$ cat src/rtl/mult_seq.sv
// ============================================================================
// mult_seq : iterative WIDTH x WIDTH -> 2*WIDTH multiplier (MULT/MULTU)
// Define MULT_RADIX4_EN for the 2-bits-per-cycle variant.  Rev 1.0
// ============================================================================
`default_nettype none

module mult_seq #(
  parameter int WIDTH = 32
) (
  input  logic               clk,
  input  logic               reset,
  input  logic               start_i,
  input  logic               signed_i,
  input  logic               annul_i,
  input  logic [WIDTH-1:0]   opdata1_i,
  input  logic [WIDTH-1:0]   opdata2_i,
  output logic [2*WIDTH-1:0] result_o,
  output logic               ready_o,
  output logic               busy_o
);

  localparam int PW = 2 * WIDTH;
`ifdef MULT_RADIX4_EN
  localparam int STEPS = WIDTH / 2;
  localparam int SH    = 2;
`else
  localparam int STEPS = WIDTH;
  localparam int SH    = 1;
`endif
  localparam int CW = $clog2(STEPS + 1);

  typedef enum logic [1:0] {
    IDLE = 2'd0,
    CALC = 2'd1,
    DONE = 2'd2
  } state_t;

  state_t           state;
  logic [PW-1:0]    mcand;
  logic [WIDTH-1:0] mplier;
  logic [PW-1:0]    acc;
  logic             neg;
  logic [CW-1:0]    cnt;
`ifdef MULT_RADIX4_EN
  logic [PW-1:0]    mcand3;
`endif

  logic             neg_a, neg_b;
  logic [WIDTH-1:0] abs_a, abs_b;
  logic [PW-1:0]    a_ext;
  logic [PW-1:0]    addend, acc_next, prod_fix;

  // Operands are reduced to magnitudes; the sign is reapplied to the full product.
  always_comb begin
    neg_a = signed_i & opdata1_i[WIDTH-1];
    neg_b = signed_i & opdata2_i[WIDTH-1];
    abs_a = neg_a ? -opdata1_i : opdata1_i;
    abs_b = neg_b ? -opdata2_i : opdata2_i;
    a_ext = {{WIDTH{1'b0}}, abs_a};
  end

  always_comb begin
    addend = '0;
`ifdef MULT_RADIX4_EN
    case (mplier[1:0])
      2'b01:   addend = mcand;
      2'b10:   addend = {mcand[PW-2:0], 1'b0};
      2'b11:   addend = mcand3;
      default: addend = '0;
    endcase
`else
    if (mplier[0]) addend = mcand;
`endif
    acc_next = acc + addend;
    prod_fix = neg ? -acc_next : acc_next;
  end

  always_ff @(posedge clk) begin
    if (reset) begin
      state    <= IDLE;
      mcand    <= '0;
      mplier   <= '0;
      acc      <= '0;
      neg      <= 1'b0;
      cnt      <= '0;
      result_o <= '0;
      ready_o  <= 1'b0;
      busy_o   <= 1'b0;
`ifdef MULT_RADIX4_EN
      mcand3   <= '0;
`endif
    end else begin
      case (state)
        IDLE: begin
          if (start_i && !annul_i) begin
            state  <= CALC;
            busy_o <= 1'b1;
            mcand  <= a_ext;
            mplier <= abs_b;
            acc    <= '0;
            neg    <= neg_a ^ neg_b;
            cnt    <= '0;
`ifdef MULT_RADIX4_EN
            mcand3 <= a_ext + {a_ext[PW-2:0], 1'b0};
`endif
          end
        end
        CALC: begin
          if (annul_i) begin
            state  <= IDLE;
            busy_o <= 1'b0;
          end else begin
            acc    <= acc_next;
            mcand  <= mcand << SH;
            mplier <= mplier >> SH;
            cnt    <= cnt + CW'(1);
`ifdef MULT_RADIX4_EN
            mcand3 <= mcand3 << 2;
`endif
            if (cnt == CW'(STEPS - 1)) begin
              state    <= DONE;
              busy_o   <= 1'b0;
              ready_o  <= 1'b1;
              result_o <= prod_fix;
            end
          end
        end
        DONE: begin
          // Holding start_i keeps the product visible until the stage consumes it.
          if (annul_i || !start_i) begin
            state    <= IDLE;
            ready_o  <= 1'b0;
            result_o <= '0;
          end
        end
        default: state <= IDLE;
      endcase
    end
  end

endmodule

`default_nettype wire
$ cat config.mk
export PLATFORM = sky130hd
export DESIGN_NAME = mult_seq
export DESIGN_NICKNAME = d
export VERILOG_FILES = /design/src/rtl/mult_seq.sv
export SDC_FILE = /design/constraint.sdc
export NUM_CORES = 1
export LEC_CHECK = 0
export ABC_AREA = 1
export BUFFER_PORTS_ARGS = -buffer_cell sky130_fd_sc_hd__buf_2
export CORE_MARGIN = 2
export CORE_UTILIZATION = 59
export DETAILED_ROUTE_END_ITERATION = 8
export PLACE_DENSITY = 0.76
export SETUP_SLACK_MARGIN = 0.02
export SYNTH_ARGS = -nofsm -noshare
export SYNTH_HDL_FRONTEND = slang
export SYNTH_SLANG_ARGS = --single-unit
$ cat constraint.sdc
create_clock -name clk -period 8.75 [get_ports clk]
set_input_delay 0.4375 -clock clk [delete_from_list [all_inputs] [get_ports clk]]
set_output_delay 0.4375 -clock clk [all_outputs]
set_load 0.01 [all_outputs]
==> impl_metrics.env <==
export IMPL_outcome="finished clean"
export IMPL_chipHeight_um=182.0
export IMPL_hold_violations=0
export IMPL_synthAdderAreaFrac=0.04594
export IMPL_grt_pass1_wl_um=104900
export IMPL_grt_setup_unrepaired="no"
export IMPL_period_minus_slack_ns=4.658
export IMPL_synth_main_ff_cell="dfxtp_1"
export IMPL_cts_hold_buf=0
export IMPL_start_util=0.5952
export IMPL_holdCritPathClass="input port to flop"
export IMPL_place_hpwl_um=51140
export IMPL_netlist_area_sq_mm=0.01869
export IMPL_fill_cells=3081
export IMPL_power_density_mw_per_mm2=130.5
export IMPL_yosys_mux_area_fraction=0
export IMPL_fin_cells=3788
export IMPL_grt_remaining_overflow=0
export IMPL_dieArea_sq_mm=0.03311
export IMPL_io_pins=135
export IMPL_tns_ns=0
export IMPL_post_cts_buffers=0
export IMPL_coreArea_sq_mm=0.03139
export IMPL_h_tree_depth=1
export IMPL_yosysWarnings=0
export IMPL_ys_seq_elements=235
export IMPL_antenna_found_initial=0
export IMPL_firstDrtPassIters=6
export IMPL_ctsResizeCount=0
export IMPL_cts_tree="yes"
export IMPL_die_width_um=182.0
export IMPL_synth_top_family_by_area="simple AND/OR/NAND/NOR gates"
export IMPL_finalNetCount=3504
export IMPL_cp_required_ns=9.26
export IMPL_clockBufferDepth=3
export IMPL_maxCapViolations=0
export IMPL_synth_distinct_cells=49
export IMPL_syn_nets=3435
export IMPL_worstSkewPairLatency_ns=0.58
export IMPL_drtAntennaViolNets=0
export IMPL_synth_compound_area_frac=0.1366
export IMPL_cts_root_buffer="clkbuf_16"
export IMPL_yosysSeqAreaShare=0.2518
export IMPL_drive_gt1_frac=0.09421
export IMPL_holdWs_ns=0.1368
export IMPL_worst_pin_slew_ns=1.067
export IMPL_path_class="flop to flop"
export IMPL_end_kind="flop"
export IMPL_wl_um=66520
export IMPL_area_delta_synth_final_pct=9.622
export IMPL_setup_viol=0
export IMPL_grt_max_degree=98
export IMPL_clk_pin_slew_ns=0.07
export IMPL_fin_crit_sh=0.5323
export IMPL_critPathLaunchType="flop"
export IMPL_route_detailed_drc=0
export IMPL_portBuffers=134
export IMPL_drtIter0Drc=2353
export IMPL_via_count=21540
export IMPL_max_freq_mhz=214.7
export IMPL_critPathMaxFanout=64
export IMPL_arrival_ns=5.16
export IMPL_slew_limit_headroom=0.2886
export IMPL_synth_edf_count=0
export IMPL_grtUsageTotal=0.3953
export IMPL_rows=65
export IMPL_gp_congestion=1.051
export IMPL_p_total_mw=2.673
export IMPL_syn_inst=3298
export IMPL_leakage_nw=10.73
export IMPL_vias_per_cell=5.686
export IMPL_place_inst=3741
export IMPL_n_antenna_cell=0
export IMPL_cts_buffers=26
export IMPL_slew_viol_final=0
export IMPL_fin_skew_ns=0.02411
export IMPL_yosys_area_share_simple=0.4249
export IMPL_synth_xor_area_frac=0.01875
export IMPL_synth_avg_cell_area_sq_um=5.666
export IMPL_synth_async_sr_flop_share=0
export IMPL_ir_drop_mv=0.1344
export IMPL_clock_sinks=235
export IMPL_fin_util=0.6525
export IMPL_first_global_vias=19910
export IMPL_wl_per_cell_um=17.56
[cell families (layout without fill, tap and decap cells)]
logic type	count (synthesis)	count (layout)
and+or+nand+nor	1884	1884
AOI/OAI and AO/OA	471	471
xor gates and xnor gates	40	40
buffers and inverters	600	688
DFF	235	235
adders and majority gates	68	68
[per-layer routing]
layer / share of wire / global-route usage / vias up
li1: - / - / 10500
met1: 0.42 / 0.5387 / 9703
met2: 0.43 / 0.6360 / 1163
met3: 0.11 / 0.06197 / 173
met4: 0.037 / 0.1387 / 0
met5: 0 / 0 / -
[cell usage in the layout (no fill, tap or decap), types with 26 or more instances in the layout]
master     count
clkbuf_16     26
buf_2        133
ha_1          67
nand2_1     1240
nand3_1      203
a21oi_1      276
dfxtp_1      233
a31oi_1       51
inv_1        484
xor2_1        26
nor2_1       246
o21ai_0       95
nand2_2       47
[cell usage after synthesis, types with 23 or more instances]
library cell	number	area (sq um)
a21oi_1	276	1381
a31oi_1	51	319.1
clkbuf_1	84	315.3
dfxtp_1	235	4705
ha_1	67	838.3
inv_1	485	1821
nand2_1	1240	4654
nand2_2	47	294.0
nand3_1	203	1016
nor2_1	250	938.4
nor3_1	23	115.1
o21ai_0	95	475.5
xor2_1	26	227.7
[final cells by class]
class | count | area (sq um) | area share
multi-input cells | 2463 | 11730 | 0.5724
flip-flops and latches | 235 | 4707 | 0.2298
inverters | 495 | 1858 | 0.09071
clock buffers | 38 | 785.8 | 0.03836
repair buffers | 146 | 767.0 | 0.03744
well taps | 402 | 503.0 | 0.02456
clock inverters | 9 | 137.6 | 0.006719
[per-stage QoR]
step	setup WS, ns	area, sq um
finish	4.092	20480
global route	3.899	20480
CTS	4.301	20480
detailed placement	4.348	19560
global placement	4.343	19560
floorplan	5.314	18690
[flip-flops by register name, indices dropped and copies added, names as in the netlist]
| register | cells |
|---|---|
| ready_o | 1 |
| mplier | 32 |
| result_o | 64 |
| acc | 64 |
| neg | 1 |
| state | 2 |
| mcand | 64 |
| cnt | 6 |
| busy_o | 1 |
[critical path: stages (launching register included)]
cell	delay, ns
dfxtp_2	0.32
buf_4	0.59
nand2_1	0.13
inv_1	0.09
ha_1	0.28
nand2_1	0.08
nand2_1	0.10
nand2_1	0.08
nand2_1	0.11
inv_2	0.12
nand3_2	0.19
nand2_1	0.26
nand3_1	0.31
nand2_1	0.16
nand2_2	0.10
nor2_2	0.19
nand2_1	0.07
nor2_1	0.29
nand3_2	0.18
nor2_4	0.22
nand2_1	0.10
nand2_1	0.17
nand2_1	0.08
nand2_1	0.07
nand3_1	0.09
a21oi_1	0.16
[worst paths after layout]
check        cells after the start                         to  slack [ns]                 startpoint
max                             25  result_o[59]$_SDFFE_PP0P_        4.09     mplier[0]$_SDFFE_PP0P_
min reg2reg                      2  result_o[40]$_SDFFE_PP0P_        0.46  result_o[40]$_SDFFE_PP0P_
max reg2reg                     25  result_o[59]$_SDFFE_PP0P_        4.09     mplier[0]$_SDFFE_PP0P_
min                              3      state[1]$_SDFFE_PP0P_        0.14                    start_i
[power by group]
group	internal, mW	switching (mW)
logic	0.101	0.256
registers	1.10	0.0232
clock network	0.710	0.483
total	1.91	0.763
(Power assumes the default switching activity.)
